<file path="src/rtl/ifu_fetch_if.sv">
// Fetch-unit bundle: redirect from execute, instruction-memory request/response,
// and the decoder-facing instruction handshake.
interface ifu_fetch_if;
   logic        redirect_valid;
   logic [31:0] redirect_pc;
   logic        imem_req_valid;
   logic        imem_req_ready;
   logic [31:0] imem_req_addr;
   logic        imem_rsp_valid;
   logic [31:0] imem_rsp_data;
   logic        inst_valid;
   logic        inst_ready;
   logic [31:0] inst;
   logic [31:0] inst_pc;
   logic        misalign;

   modport master (
      input  redirect_valid, redirect_pc, imem_req_ready, imem_rsp_valid,
             imem_rsp_data, inst_ready,
      output imem_req_valid, imem_req_addr, inst_valid, inst, inst_pc, misalign
   );

   modport slave (
      output redirect_valid, redirect_pc, imem_req_ready, imem_rsp_valid,
             imem_rsp_data, inst_ready,
      input  imem_req_valid, imem_req_addr, inst_valid, inst, inst_pc, misalign
   );
endinterface

</file>
<file path="src/rtl/ifu_fetch.sv">
// Single-outstanding instruction fetch FSM: REQ -> WAIT -> OUT, with redirect handling.
// Define IFU_MISALIGN_EN to trap misaligned redirects in a sticky ERR state.
//
//   state | meaning
//   REQ   | issue a request for pc (held off while a dropped response is still due)
//   WAIT  | request accepted, waiting for its response
//   OUT   | instruction presented to the decoder
//   ERR   | misaligned redirect seen, fetch halted until reset
module ifu_fetch #(
   parameter logic [31:0] RESET_PC = 32'h8000_0000
) (
   input  logic         clk,
   input  logic         rst,
   ifu_fetch_if.master  bus
);

   typedef enum logic [1:0] {REQ, WAIT, OUT, ERR} state_t;

   state_t      state_q;
   logic [31:0] pc_q;
   logic        drop_q;
   logic [31:0] inst_q;
   logic [31:0] inst_pc_q;

   logic [31:0] redir_tgt;
   logic        redir_bad;
   logic        req_fire;

`ifdef IFU_MISALIGN_EN
   assign redir_tgt = bus.redirect_pc;
   assign redir_bad = bus.redirect_valid && (bus.redirect_pc[1:0] != 2'b00);
   assign bus.misalign = (state_q == ERR);
`else
   assign redir_tgt = bus.redirect_pc & 32'hFFFF_FFFC;
   assign redir_bad = 1'b0;
   assign bus.misalign = 1'b0;
`endif

   // A dropped response still in flight blocks new requests, except in the
   // cycle it retires, so at most one request is ever outstanding.
   assign bus.imem_req_valid = !rst && (state_q == REQ) && !bus.redirect_valid
                               && (!drop_q || bus.imem_rsp_valid);
   assign bus.imem_req_addr  = pc_q;
   assign req_fire           = bus.imem_req_valid && bus.imem_req_ready;

   assign bus.inst_valid = !rst && (state_q == OUT);
   assign bus.inst       = inst_q;
   assign bus.inst_pc    = inst_pc_q;

   always_ff @(posedge clk) begin
      if (rst) begin
         state_q   <= REQ;
         pc_q      <= RESET_PC;
         drop_q    <= 1'b0;
         inst_q    <= 32'h0;
         inst_pc_q <= 32'h0;
      end else begin
         unique case (state_q)
            REQ: begin
               if (drop_q && bus.imem_rsp_valid)
                  drop_q <= 1'b0;
               if (redir_bad)
                  state_q <= ERR;
               else if (bus.redirect_valid)
                  pc_q <= redir_tgt;
               else if (req_fire)
                  state_q <= WAIT;
            end
            WAIT: begin
               if (redir_bad) begin
                  state_q <= ERR;
               end else if (bus.redirect_valid) begin
                  pc_q    <= redir_tgt;
                  drop_q  <= !bus.imem_rsp_valid;
                  state_q <= REQ;
               end else if (bus.imem_rsp_valid) begin
                  inst_q    <= bus.imem_rsp_data;
                  inst_pc_q <= pc_q;
                  state_q   <= OUT;
               end
            end
            OUT: begin
               if (redir_bad) begin
                  state_q <= ERR;
               end else if (bus.redirect_valid) begin
                  pc_q    <= redir_tgt;
                  state_q <= REQ;
               end else if (bus.inst_ready) begin
                  pc_q    <= pc_q + 32'd4;
                  state_q <= REQ;
               end
            end
            ERR: state_q <= ERR;
         endcase
      end
   end

endmodule

</file>
<file path="src/flat_wrapper.sv">
// flat-port wrapper written by rule: the top's interface ports become plain ports
module ifu_fetch_flat 
#(
   parameter logic [31:0] RESET_PC = 32'h8000_0000
)
  (clk, rst, bus_redirect_valid, bus_redirect_pc, bus_imem_req_ready, bus_imem_rsp_valid, bus_imem_rsp_data, bus_inst_ready, bus_imem_req_valid, bus_imem_req_addr, bus_inst_valid, bus_inst, bus_inst_pc, bus_misalign);
  ifu_fetch_if bus_i ();
  input  logic clk;
  input  logic rst;
  input wire logic [$bits(bus_i.redirect_valid)-1:0] bus_redirect_valid;
  input wire logic [$bits(bus_i.redirect_pc)-1:0] bus_redirect_pc;
  input wire logic [$bits(bus_i.imem_req_ready)-1:0] bus_imem_req_ready;
  input wire logic [$bits(bus_i.imem_rsp_valid)-1:0] bus_imem_rsp_valid;
  input wire logic [$bits(bus_i.imem_rsp_data)-1:0] bus_imem_rsp_data;
  input wire logic [$bits(bus_i.inst_ready)-1:0] bus_inst_ready;
  output wire logic [$bits(bus_i.imem_req_valid)-1:0] bus_imem_req_valid;
  output wire logic [$bits(bus_i.imem_req_addr)-1:0] bus_imem_req_addr;
  output wire logic [$bits(bus_i.inst_valid)-1:0] bus_inst_valid;
  output wire logic [$bits(bus_i.inst)-1:0] bus_inst;
  output wire logic [$bits(bus_i.inst_pc)-1:0] bus_inst_pc;
  output wire logic [$bits(bus_i.misalign)-1:0] bus_misalign;
  assign bus_i.redirect_valid = bus_redirect_valid;
  assign bus_i.redirect_pc = bus_redirect_pc;
  assign bus_i.imem_req_ready = bus_imem_req_ready;
  assign bus_i.imem_rsp_valid = bus_imem_rsp_valid;
  assign bus_i.imem_rsp_data = bus_imem_rsp_data;
  assign bus_i.inst_ready = bus_inst_ready;
  assign bus_imem_req_valid = bus_i.imem_req_valid;
  assign bus_imem_req_addr = bus_i.imem_req_addr;
  assign bus_inst_valid = bus_i.inst_valid;
  assign bus_inst = bus_i.inst;
  assign bus_inst_pc = bus_i.inst_pc;
  assign bus_misalign = bus_i.misalign;
  ifu_fetch #(.RESET_PC(RESET_PC)) u_core (.clk(clk), .rst(rst), .bus(bus_i));
endmodule
</file>
<file path="config.mk">
export PLATFORM = sky130hd
export DESIGN_NAME = ifu_fetch_flat
export DESIGN_NICKNAME = d
export VERILOG_FILES = /design/src/rtl/ifu_fetch_if.sv /design/src/rtl/ifu_fetch.sv /design/src/flat_wrapper.sv
export SDC_FILE = /design/constraint.sdc
export NUM_CORES = 1
export LEC_CHECK = 0
export BUFFER_PORTS_ARGS = -buffer_cell sky130_fd_sc_hd__buf_2
export CAP_MARGIN = 30
export CORE_ASPECT_RATIO = 1.4
export CORE_MARGIN = 3
export CORE_UTILIZATION = 53
export DETAILED_ROUTE_END_ITERATION = 8
export GPL_ROUTABILITY_DRIVEN = 0
export HOLD_SLACK_MARGIN = 0.12
export PLACE_DENSITY = 0.83
export SLEW_MARGIN = 10
export SYNTH_ARGS = -nofsm -noshare
export SYNTH_HDL_FRONTEND = slang
export SYNTH_SLANG_ARGS = --single-unit
export TNS_END_PERCENT = 30
</file>
<file path="constraint.sdc">
create_clock -name clk -period 4.45 [get_ports clk]
set_input_delay 0.6675 -clock clk [delete_from_list [all_inputs] [get_ports clk]]
set_output_delay 0.6675 -clock clk [all_outputs]
set_load 0.02 [all_outputs]
</file>
Word-level counts from Yosys, hierarchy flattened

Cells that the tools add are included.

Bits in registers: 99
Output and inout bits: 99

Multiplexer cells: 14
Equality and inequality tests: 10
Add/sub/neg operators: 1
Bitwise gates (word level): 1
Reductions and logical operators: 19

Operator list:

| cell                  | number |
|---|---|
| $mux 32               | 3 |
| $pmux 32 s2           | 1 |
| $add 32x3->32 const B | 1 |
| $mux 2                | 6 |
| $reduce_and 3->1      | 3 |
| $pmux 2 s4            | 1 |
| $logic_and 1x1->1     | 6 |
| $ne 2x2->1 const B    | 3 |
| $ne 3x3->1 const B    | 2 |
| $eq 2x2->1 const B    | 2 |
| $logic_not 1->1       | 4 |
| $ne 2x1->1 const B    | 2 |
| $reduce_and 4->1      | 1 |
| $reduce_bool 2->1     | 2 |
| $eq 2x1->1 const B    | 1 |
| $logic_not 2->1       | 1 |
| $mux 1                | 2 |
| $pmux 1 s2            | 1 |
| $reduce_or 2->1       | 1 |
| $logic_or 1x1->1      | 1 |
| $not 1->1             | 1 |

Depth between registers and ports, before layout

Gate-level depths: netlist (run 1).

Depth in word-level cells: 8
Depth in mapped cells: 9
Gate-level depth less buffers: 7

Least setup slack after synthesis (run 1)

Ideal clock, no wire load.

Kind: register to register
From: register u_core.pc_q[2] (netlist: u_core.bus.imem_req_addr[2])
To: register u_core.pc_q[30] (netlist: u_core.bus.imem_req_addr[30])
Cell stages (with the launch flop): 7
Setup time: 0.063 ns
Arrival: 2.122 ns
Path buffers: 0
Data required time: 4.387 ns
Setup slack: 2.265 ns
Clock period less this slack: 2.185 ns
Cell sequence: dfxtp_1 -> ha_1 -> nand3_1 -> nor4_4 -> nand4_2 -> or4_1 -> nand3_1

Cells in the longest elaborated chain, start to end: 4

Ends and longest elaborated chain:

| item                   | line            | text |
|---|---|---|
| start, declared        | ifu_fetch.sv:20 | `logic [31:0] pc_q;` |
| start signal, assigned | ifu_fetch.sv:65 | `pc_q <= redir_tgt;` |
| start signal, assigned | ifu_fetch.sv:73 | `pc_q <= redir_tgt;` |
| start signal, assigned | ifu_fetch.sv:86 | `pc_q <= redir_tgt;` |
| $add 32x3->32          | ifu_fetch.sv:89 | `pc_q <= pc_q + 32'd4;` |
| $mux 32                | ifu_fetch.sv:88 | `end else if (bus.inst_ready) begin` |
| $mux 32                | ifu_fetch.sv:85 | `end else if (bus.redirect_valid) begin` |
| $pmux 32 s2            | ifu_fetch.sv:58 | `unique case (state_q)` |

No other way between the ends. The select of a mux whose other input is x is not followed.
A chain may end at the register's enable or synchronous reset.

Final worst setup path (run 1)

From: register u_core.state_q[0]
To: register u_core.pc_q[20] (netlist: u_core.bus.imem_req_addr[20])

Cells in the longest elaborated chain, start to end: 4
Elaborated cells between the ends (all ways): 9
Those cells by class: eq/ne: 4; mux: 1; reduce/logical: 4

Ends and longest elaborated chain:

| item                                                             | line            | text |
|---|---|---|
| start, declared                                                  | ifu_fetch.sv:19 | `state_t state_q;` |
| start signal, assigned                                           | ifu_fetch.sv:52 | `state_q <= REQ;` |
| start signal, assigned                                           | ifu_fetch.sv:63 | `state_q <= ERR;` |
| start signal, assigned                                           | ifu_fetch.sv:67 | `state_q <= WAIT;` |
| $eq 2x1->1 or $logic_not 2->1 (tied branches)                    | ifu_fetch.sv:58 |  |
| $reduce_or 2->1 (no source line)                                 | -               |  |
| $ne 2x1->1 (no source line) or $reduce_bool 2->1 (tied branches) | -               |  |
| $reduce_and 3->1 (no source line)                                | -               |  |

Several ways; a longest one is shown, not always the timed one.

==> results.md, run 1 <==
* Worst hold path class: flop to flop
* Worst hold stages at 2
* Grt ovf at 0
* Largest area contributor in the netlist: dfxtp_1
* Final setup viols at 0
* WP data required at roughly 4.7 ns
* # port buffers at between 150 and 200
* Synth Area in Compound Gates at 0.204
* Outcome: complete, no violations
* R2r startpoint: u_core.state_q[0]$_SDFFE_PP0P_
* Util after Layout at 0.693
* Clock slew at reported path FFs at about 0.090 ns
* Max Freq at 0.388 GHz
* Measured slew at the worst slew-check pin at around 0.90 ns
* Syn Inst Count at around 590
* Final Max Slew Viols at 0
* Final Skew at 0.00913 ns
* Die Span X at 83.4 microns
* Max Cap Viol at 0
* Post-synth cell types at a little under 60
* Final Cycle Share at 0.579
* Wire per inst at about 16 microns
* Largest family of logic cells by synthesized area: simple AND/OR/NAND/NOR gates
* Total Routed Length at 12.9 mm
* Vias per std cell at between 5 and 6
* Post-synthesis mux area share at 0.00675
* # IOs at about 170
* Antenna cells at 0
* First-pass GRT wire length at 20.9 mm
* Iter 0 DRT Violations at ~340
* Worst min-delay path startpoint: u_core.bus.inst_pc[2]$_SDFFE_PP0P_
* Worst EP arrival at 2.87 ns
* Final ANT Viol Nets at 0
* Final hold vios at 0
* Worst-path fanout max at 31
* Pin count of the biggest net entering global routing at between 50 and 60
* Final setup TNS at 0 ns
* R2r setup slk at approximately 1.9 ns
* Drt pass-1 iters at 7
* #FFs+latches synth at 95
* Vias in the first global route at around 4600
* Ys Warns at 0
* Die ar. at ~9500 sq um
* Adder-Cell Fraction of Synth Area at 0.0141
* CTS tree: done
* Async S/R FF share, synth at 0
* Tmin final at 2.58 ns
* Final hold slack at approximately 0.45 ns
* Hold Path End: u_core.bus.inst_pc[2]$_SDFFE_PP0P_
* Main flop type after synthesis: dfxtp_1
* Mean Syn Cell Area at ~7.5 sq um
* Post-synth EDFFs at 0
* Simple-gate share of the synthesized area at 0.295
* DRC violations left at 0
* Post-CTS Hold Fix Bufs at 0
* Clock Tree Root: clkbuf_8
* Clock Path Buffers at 2
* Core ar. at just under 8000 sq um
* Rel. slew slack at 0.401
* H-tree Lvls at 3
* FP Rows at 38
* Synth top area cells: dfxtp_1 43%, nand2_1 14%, a21oi_1 9.8%
* Post-Synth XOR/XNOR Area at 0
* Layout cells sized above 1 at 0.267
* Leak pwr at between 2 and 2.5 nW
* R2R depth at 8
* Initial Util at 0.560
* Worst vdd ir at slightly below 0.0003 V
* Num CTS Buffers at 9
* DP HPWL at 9.27 mm
* Clock sink total at 95
* Initial antenna violation count at 0
* Filler cells at about 690
* Worst-Skew Late Latency at around 0.37 ns
* Synthesized area at approximately 4400 sq um
* Sequential-to-total area share from yosys stat at 0.428
* Worst Setup Start Kind: flop
* RSZ-0062 raised after global routing: no
* Vias at ~4800
* Cts repair resizes at 0
* P per Cell Area at ~370 nW/um^2
* Area grow syn2layout at 23.8%
* Nets at 805
* CP endpoint kind: flop
* Synth top area share at 0.428
* Critical path class: flop to flop
* GR Util All Layers at 0.268
* Post-CTS Setup Bufs at 0
* Overall Power at between 2 and 2.5 mW
* Die H at between 100 and 150 microns
* RR Endpoint: u_core.bus.imem_req_addr[20]$_SDFFE_PP0P_
[layer usage]
metal / global-route usage / share of wire / vias to the layer above
li1: - / - / 2324
met1: 0.298 / 0.38 / 2195
met2: 0.474 / 0.51 / 211
met3: 0.0648 / 0.081 / 30
met4: 0.136 / 0.028 / 0
met5: 0 / 0 / -
[worst max-delay path by stage]
stage | start | to | slack (ns) | cells after the start
after floorplan | u_core.bus.imem_req_addr[2]$_SDFFE_PP0P_ | u_core.bus.imem_req_addr[30]$_SDFFE_PP0P_ | 2.27 | 6
after global placement | u_core.state_q[0]$_SDFFE_PP0P_ | u_core.bus.imem_req_addr[22]$_SDFFE_PP0P_ | 1.98 | 9
after detailed placement | rst | u_core.bus.imem_req_addr[21]$_SDFFE_PP0P_ | 1.91 | 6
after CTS | u_core.state_q[0]$_SDFFE_PP0P_ | u_core.bus.imem_req_addr[20]$_SDFFE_PP0P_ | 1.88 | 8
after global routing | u_core.state_q[0]$_SDFFE_PP0P_ | u_core.bus.imem_req_addr[22]$_SDFFE_PP0P_ | 1.68 | 9
final | u_core.state_q[0]$_SDFFE_PP0P_ | u_core.bus.imem_req_addr[20]$_SDFFE_PP0P_ | 1.87 | 8
[report_power, final]
part | internal, mW | switching [mW]
Clock | 0.330 | 0.302
Sequential | 0.910 | 0.0839
Combinational | 0.153 | 0.279
[cells in the mapped netlist, drive strengths merged, types with 6 or more instances]
master  count
dfxtp      95
o21ai      12
nand2b      6
nor2       34
a21oi      87
nand3      19
nor3       11
inv         8
nor4        7
nand4      10
buf         8
o211ai      8
clkbuf     39
a31oi      11
nand2     164
[critical path: stages, from the launching register on]
cell     delay [ns]
dfxtp_1        0.39
inv_1          0.08
ha_1           0.26
nor2_1         0.20
a21oi_1        0.10
buf_4          0.19
or2_2          0.53
or4_1          0.57
a31oi_1        0.16
[kinds of logic (layout without fill, tap and decap cells)]
group                      Yosys count  after routing
adders and majority gates            5              5
buffers and inverters               56            192
DFF                                 95             95
AOI/OAI and AO/OA                  152            152
and+or+nand+nor                    282            282
other                                1              5
muxes                                3              3
[registers in the layout (all words and copies together) (netlist names)]
name,cells
u_core.state_q,2
u_core.drop_q,1
u_core.bus.imem_req_addr,30
u_core.bus.inst,32
u_core.bus.inst_pc,30
[final cells by class]
type / instances / area, sq um / share of cell area
tap: 100 / 125 / 0.0227
timing repair buffer: 168 / 891 / 0.162
clock inverter: 5 / 82.6 / 0.0150
inverter: 9 / 33.8 / 0.00614
clock buffer: 10 / 138 / 0.0250
multi-input combinational: 447 / 2330 / 0.424
sequential: 95 / 1900 / 0.346
[placed cells by master, fill, tap and decap left out, drive strengths merged, types with 2 or more instances in the layout]
| cell type | n |
|---|---|
| or2 | 3 |
| nand2b | 6 |
| and2 | 3 |
| conb | 5 |
| inv | 8 |
| o211ai | 8 |
| and3 | 5 |
| nor2 | 34 |
| nor4 | 7 |
| o22ai | 3 |
| dfxtp | 95 |
| mux2i | 3 |
| a21oi | 87 |
| nand3b | 2 |
| ha | 5 |
| clkinv | 4 |
| a211oi | 2 |
| nor3b | 3 |
| nand4 | 10 |
| nand2 | 164 |
| bufinv | 2 |
| or4 | 5 |
| or3 | 2 |
| nand3 | 19 |
| a22oi | 4 |
| o31ai | 4 |
| nor2b | 5 |
| buf | 168 |
| nor3 | 11 |
| o21ai | 12 |
| a22o | 3 |
| clkbuf | 10 |
| a31oi | 11 |
| a311oi | 2 |
[stage by stage]
step	instances	setup WS, ns	cell area (sq um)
2_1_floorplan	598	2.27	4460
3_3_place_gp	817	1.98	5240
3_5_place_dp	819	1.91	5280
4_1_cts	834	1.88	5500
5_1_grt	834	1.68	5500
6_report	834	1.87	5500
(Power assumes the default switching activity.)
==> run 2, diff against run 1 <==
Settings changed: CORE_UTILIZATION 53 to 49, PLACE_DENSITY 0.83 to 0.78.
Clock period 4.45 ns to 2.4 ns, I/O delays scaled along.
==> results.md, run 2 (synthesis results as in run 1) <==
* Outcome: complete, no violations
* Final setup TNS at 0 ns (unchanged)
* Critical path class: flop to flop
* Vias at 4807 (+0.99%)
* P per Cell Area at 722 nW/um^2 (+93%)
* Final ANT Viol Nets at 0 (unchanged)
* GR Util All Layers at 0.250 (-0.0174)
* Measured slew at the worst slew-check pin at 0.551 ns (-0.345 ns)
* Worst path depth at 9 (+1)
* Pin count of the biggest net entering global routing at 54 (-6.9%)
* Clock Path Buffers at 2 (unchanged)
* Initial antenna violation count at 0 (unchanged)
* PnR worst setup slack at 0.252 ns (-1.62 ns)
* Top delay family on crit path: compound AO/OA/AOI/OAI gates
* Total Routed Length at 13.1 mm (+1.0%)
* Final setup viols at 0 (unchanged)
* Die H at 119 microns (+3.8%)
* Wire per inst at 15.2 microns (-1.9%)
* Die Span X at 86.5 microns (+3.7%)
* Core ar. at 8710 sq um (+9.7%)
* Final Cycle Share at 0.895 (+0.316)
* Clock slew at reported path FFs at 0.07 ns (-0.02 ns)
* Inst Count DP at 843 (+2.9%)
* R2R depth at 9 (+1)
* Tmin final at 2.15 ns (-0.427 ns)
* Clock Tree Root: clkbuf_16
* Multi-input gate area at 2330 sq um (about the same)
* Bufs and invs on worst path at 3 (+1)
* Final Skew at 0.00698 ns (-0.00216 ns)
* Area grow syn2layout at 28.2%
* DRC violations left at 0 (unchanged)
* CP endpoint kind: flop
* RR Endpoint: u_core.bus.imem_req_addr[12]$_SDFFE_PP0P_
* Worst-Skew Late Latency at 0.34 ns (-0.03 ns)
* Final hold vios at 0 (unchanged)
* First-pass GRT wire length at 21.0 mm (+0.23%)
* Nets at 824 (+2.4%)
* Drt pass-1 iters at 5 (-2)
* Leak pwr at 2.51 nW (+4.8%)
* Die ar. at 10300 sq um (+7.6%)
* Vias per std cell at 5.60 (-2.0%)
* DP HPWL at 9.45 mm (+2.0%)
* RSZ-0062 raised after global routing: no
* H-tree Lvls at 3 (unchanged)
* Worst Setup Start Kind: flop
* Max Cap Viol at 0 (unchanged)
* Worst vdd ir at 0.000503 V (+71%)
* Util after Layout at 0.655 (-0.0384)
* FP Rows at 40 (+5.3%)
* Vias in the first global route at 4529 (-1.9%)
* R2r startpoint: u_core.state_q[0]$_SDFFE_PP0P_
* Worst path slowest cell: dfxtp_1
* Max reg flops at 32 (unchanged)
* # port buffers at 161 (unchanged)
* Layout cells sized above 1 at 0.285 (+0.0181)
* Crit-path cells: inv_1 -> ha_1 -> nor2_1 -> a21oi_1 -> buf_4 -> nor2_1 -> buf_4 -> a21oi_1 -> a2111oi_1
* Most frequent cells in the layout: 162 x nand2_1, 160 x buf_2, 95 x dfxtp_1
* Worst EP arrival at 2.37 ns (-0.50 ns)
* Worst hold path class: input port to flop
* # IOs at 169 (unchanged)
* WP data required at 2.62 ns (-2.12 ns)
* Worst slack, placed at 0.205 ns (-1.71 ns)
* Worst min-delay path startpoint: bus_imem_rsp_data[7]
* Num CTS Buffers at 9 (unchanged)
* R2r setup slk at 0.25 ns (-1.62 ns)
* Final hold slack at 0.247 ns (-0.207 ns)
* CTS tree: done
* Placed instance area at 5400 sq um (+2.3%)
* Crit-path max cell delay at 0.38 ns (-0.19 ns)
* Initial Util at 0.510 (-0.0494)
* Most common cell after layout, fill and taps aside: nand2_1
* Worst-path fanout max at 13 (-58%)
* Rel. slew slack at 0.633 (+0.231)
* Final Max Slew Viols at 0 (unchanged)
* Overall Power at 4.12 mW (+100%)
* Hold Path End: u_core.bus.inst[7]$_SDFFE_PP0P_
* Grt ovf at 0 (unchanged)
* Antenna cells at 0 (unchanged)
* Iter 0 DRT Violations at 260 (-24%)
* Filler cells at 775 (+13%)
* Final instance area at 5700 sq um (+3.6%)
* Non-Filler Instances at 859 (+3.0%)
* Max Freq at 0.466 GHz (+20%)
* Clock sink total at 95 (unchanged)
* Worst hold stages at 3 (+1)
* Sequential cell area at 1900 sq um (unchanged)
-- run 2: cell types whose count changed in the layout (fill, tap and decap cells not counted), sizes merged --
| cell | change |
|---|---|
| buf | +19 |
| inv | +2 |
| clkinv | -1 |
| bufinv | -1 |
| clkinvlp | +1 |
-- run 2: area by class of cell --
cell class	instances	area share
repair buffers	187	0.176
clock buffers	10	0.0402
clock inverters	6	0.0121
flip-flops and latches	95	0.334
multi-input cells	447	0.409
inverters	9	0.00593
well taps	105	0.0230
-- run 2: worst max-delay path by stage --
stage                                                 to  slack (ns)                                      from
2_1_floorplan  u_core.bus.imem_req_addr[30]$_SDFFE_PP0P_        0.22  u_core.bus.imem_req_addr[2]$_SDFFE_PP0P_
6_report       u_core.bus.imem_req_addr[12]$_SDFFE_PP0P_        0.25            u_core.state_q[0]$_SDFFE_PP0P_
3_5_place_dp   u_core.bus.imem_req_addr[12]$_SDFFE_PP0P_        0.21            u_core.state_q[0]$_SDFFE_PP0P_
4_1_cts        u_core.bus.imem_req_addr[12]$_SDFFE_PP0P_        0.23            u_core.state_q[0]$_SDFFE_PP0P_
5_1_grt        u_core.bus.imem_req_addr[12]$_SDFFE_PP0P_        0.04            u_core.state_q[0]$_SDFFE_PP0P_
3_3_place_gp   u_core.bus.imem_req_addr[30]$_SDFFE_PP0P_        0.34  u_core.bus.imem_req_addr[2]$_SDFFE_PP0P_
-- run 2: layer usage --
metal | track usage | share of wire
met5 | 0 | 0
met4 | 0.114 | 0.024
met3 | 0.0607 | 0.075
met2 | 0.433 | 0.53
met1 | 0.284 | 0.37
-- run 2: repair_timing --
| item | CTS | global route |
|---|---|---|
| hold buffers | 0 | 0 |
| setup endpoints to repair | 0 | 1 |
| resized for setup | 0 | 1 |
| setup buffers | 0 | 0 |
-- run 2: worst reg2reg max path: cells and delay by family, from the launching register on --
family                     cells  cell delay [ns]
DFF                            1             0.38
and+or+nand+nor                2             0.34
AOI/OAI and AO/OA              3             0.55
buffers and inverters          3             0.50
adders and majority gates      1             0.27
-- run 2: report_power, final --
part / internal [mW] / switching [mW] / total, mW / leakage (nW)
combinational: 0.306 / 0.539 / 0.845 / 1.59
sequential: 1.69 / 0.137 / 1.82 / 0.773
clock: 0.816 / 0.632 / 1.45 / 0.143
==> run 3, diff against run 2 <==
Settings changed: CORE_MARGIN 3 to 2, CORE_UTILIZATION 49 to 55, CTS_BUF_LIST set to sky130_fd_sc_hd__clkbuf_4, PLACE_DENSITY 0.78 to 0.86.
Clock period 2.4 ns to 2.6 ns, I/O delays scaled along.
==> results.md, run 3 (synthesis results as in run 1) <==
* Final Max Slew Viols at 0 (unchanged)
* RR Endpoint: u_core.bus.imem_req_addr[12]$_SDFFE_PP0P_
* CTS tree: done
* Worst EP arrival at 2.54 ns (+0.17 ns)
* Cts repair resizes at 0 (unchanged)
* Grt ovf at 0 (unchanged)
* CP endpoint kind: flop
* Vias in the first global route at 4409 (-2.6%)
* Worst path slowest cell: dfxtp_1
* Worst-path fanout max at 13 (unchanged)
* FP Rows at 38 (-5.0%)
* Final instance area at 5460 sq um (-4.2%)
* Clock slew at reported path FFs at 0.14 ns (+0.07 ns)
* # port buffers at 161 (unchanged)
* Clock Path Buffers at 2 (unchanged)
* Max Freq at 0.452 GHz (-2.9%)
* R2r startpoint: u_core.state_q[0]$_SDFFE_PP0P_
* Rel. slew slack at 0.460 (-0.173)
* Initial Util at 0.570 (+0.0596)
* Measured slew at the worst slew-check pin at 0.810 ns (+0.259 ns)
* Vias at 4796 (-0.23%)
* Worst hold path class: input port to flop
* Bufs and invs on worst path at 3 (unchanged)
* Post-CTS Setup Bufs at 0 (unchanged)
* Die Span X at 80.0 microns (-7.5%)
* Outcome: complete, no violations
* Antenna cells at 0 (unchanged)
* Top delay family on crit path: compound AO/OA/AOI/OAI gates
* R2R depth at 9 (unchanged)
* Worst vdd ir at 0.000632 V (+26%)
* Crit-path max cell delay at 0.40 ns (+0.02 ns)
* Layout cells sized above 1 at 0.278 (-0.00729)
* Clock Tree Root: clkbuf_4
* Final hold slack at 0.146 ns (-0.100 ns)
* Busiest metal layer after global routing: met2
* Max reg flops at 32 (unchanged)
* Iter 0 DRT Violations at 462 (+78%)
* Tmin final at 2.21 ns (+0.0639 ns)
* Vias per std cell at 5.68 (+1.4%)
* Post-CTS Hold Fix Bufs at 0 (unchanged)
* GR Util All Layers at 0.282 (+0.0320)
* Total Routed Length at 12.1 mm (-7.2%)
* # IOs at 169 (unchanged)
* RSZ-0062 raised after global routing: no
* Worst Setup Start Kind: flop
* Most frequent cells in the layout: 162 x nand2_1, 161 x buf_2, 95 x dfxtp_1
* Clock sink total at 95 (unchanged)
* Final Skew at 0.0116 ns (+0.00458 ns)
* Hold Path End: u_core.bus.inst[16]$_SDFFE_PP0P_
* Overall Power at 3.23 mW (-21%)
* Placed instance area at 5330 sq um (-1.4%)
* Die H at 110 microns (-7.0%)
* Drt pass-1 iters at 5 (unchanged)
* Final Cycle Share at 0.851 (-0.0443)
* Core ar. at 7800 sq um (-10%)
* Pin count of the biggest net entering global routing at 82 (+52%)
* Crit-path cells: inv_1 -> ha_1 -> nor2_1 -> a21oi_1 -> buf_4 -> nor2_1 -> buf_4 -> a21oi_1 -> a2111oi_0
* Leak pwr at 2.39 nW (-4.6%)
* Die ar. at 8830 sq um (-14%)
* Most common cell after layout, fill and taps aside: nand2_1
* First-pass GRT wire length at 19.7 mm (-6.0%)
* Met2 Use GR at 0.470 (+0.0367)
* H-tree Lvls at 3 (unchanged)
* Final setup TNS at 0 ns (unchanged)
* Final setup viols at 0 (unchanged)
* Final ANT Viol Nets at 0 (unchanged)
* DP HPWL at 8.83 mm (-6.6%)
* Max Cap Viol at 0 (unchanged)
* Met3 Track Usage GR at 0.0497 (-0.0110)
* Wire per inst at 14.4 microns (-5.6%)
* Worst min-delay path startpoint: bus_imem_rsp_data[16]
* Final hold vios at 0 (unchanged)
* Num CTS Buffers at 9 (unchanged)
* Initial antenna violation count at 0 (unchanged)
* Worst hold stages at 3 (unchanged)
* WP data required at 2.93 ns (+0.31 ns)
* Area grow syn2layout at 22.9%
* GR Layer Usage met1 at 0.335 (+0.0511)
* P per Cell Area at 592 nW/um^2 (-18%)
* DRC violations left at 0 (unchanged)
* Nets at 815 (-1.1%)
* Critical path class: flop to flop
* Worst-Skew Late Latency at 0.46 ns (+0.12 ns)
* R2r setup slk at 0.39 ns (+0.14 ns)
[run 3: changes by cell type in the layout (fill, tap and decap cells not counted), sizes merged]
cell,delta
clkinv,+2
buf,-9
inv,-2
[run 3: report_power, final]
part	internal (mW)	leakage [nW]	switching, mW
logic	0.273	1.54	0.475
registers	1.56	0.773	0.136
clock network	0.301	0.0761	0.490
total	2.13	2.39	1.10
[run 3: how the worst max path moves through the flow]
stage / from / end / cells past startpoint / slack (ns)
finish: u_core.state_q[0]$_SDFFE_PP0P_ / u_core.bus.imem_req_addr[12]$_SDFFE_PP0P_ / 9 / 0.39
global route: u_core.state_q[0]$_SDFFE_PP0P_ / u_core.bus.imem_req_addr[12]$_SDFFE_PP0P_ / 9 / 0.19
CTS: u_core.state_q[0]$_SDFFE_PP0P_ / u_core.bus.imem_req_addr[12]$_SDFFE_PP0P_ / 9 / 0.37
detailed placement: u_core.state_q[0]$_SDFFE_PP0P_ / u_core.bus.imem_req_addr[12]$_SDFFE_PP0P_ / 9 / 0.40
global placement: u_core.bus.imem_req_addr[2]$_SDFFE_PP0P_ / u_core.bus.imem_req_addr[30]$_SDFFE_PP0P_ / 6 / 0.45
floorplan: u_core.bus.imem_req_addr[2]$_SDFFE_PP0P_ / u_core.bus.imem_req_addr[30]$_SDFFE_PP0P_ / 6 / 0.42
[run 3: cell type report]
| cell class | instances | area [sq um] |
|---|---|---|
| inverters | 9 | 33.8 |
| clock inverters | 6 | 61.3 |
| flip-flops and latches | 95 | 1900 |
| well taps | 100 | 125 |
| multi-input cells | 447 | 2330 |
| fillers | 693 | 2340 |
| repair buffers | 178 | 933 |
| clock buffers | 10 | 75.1 |
[run 3: worst reg2reg max path: cells and delay by family, from the launching register on]
family,cells,cell delay (ns)
simple gates,2,0.33
compound gates,3,0.59
fa+ha+maj,1,0.27
buf+inv,3,0.49
flops,1,0.40
[run 3: layer usage]
metal	wire length, microns	up-vias
met2	6200	208
met1	4540	2207
li1	-	2344
met5	0	-
met4	503	0
met3	893	37
[run 3: through the flow]
step / setup WS [ns] / util / std cells
floorplan: 0.415 / - / 598
global placement: 0.447 / 0.683 / 829
detailed placement: 0.401 / 0.683 / 829
CTS: 0.369 / 0.700 / 845
global route: 0.194 / 0.700 / 845
finish: 0.388 / 0.700 / 845
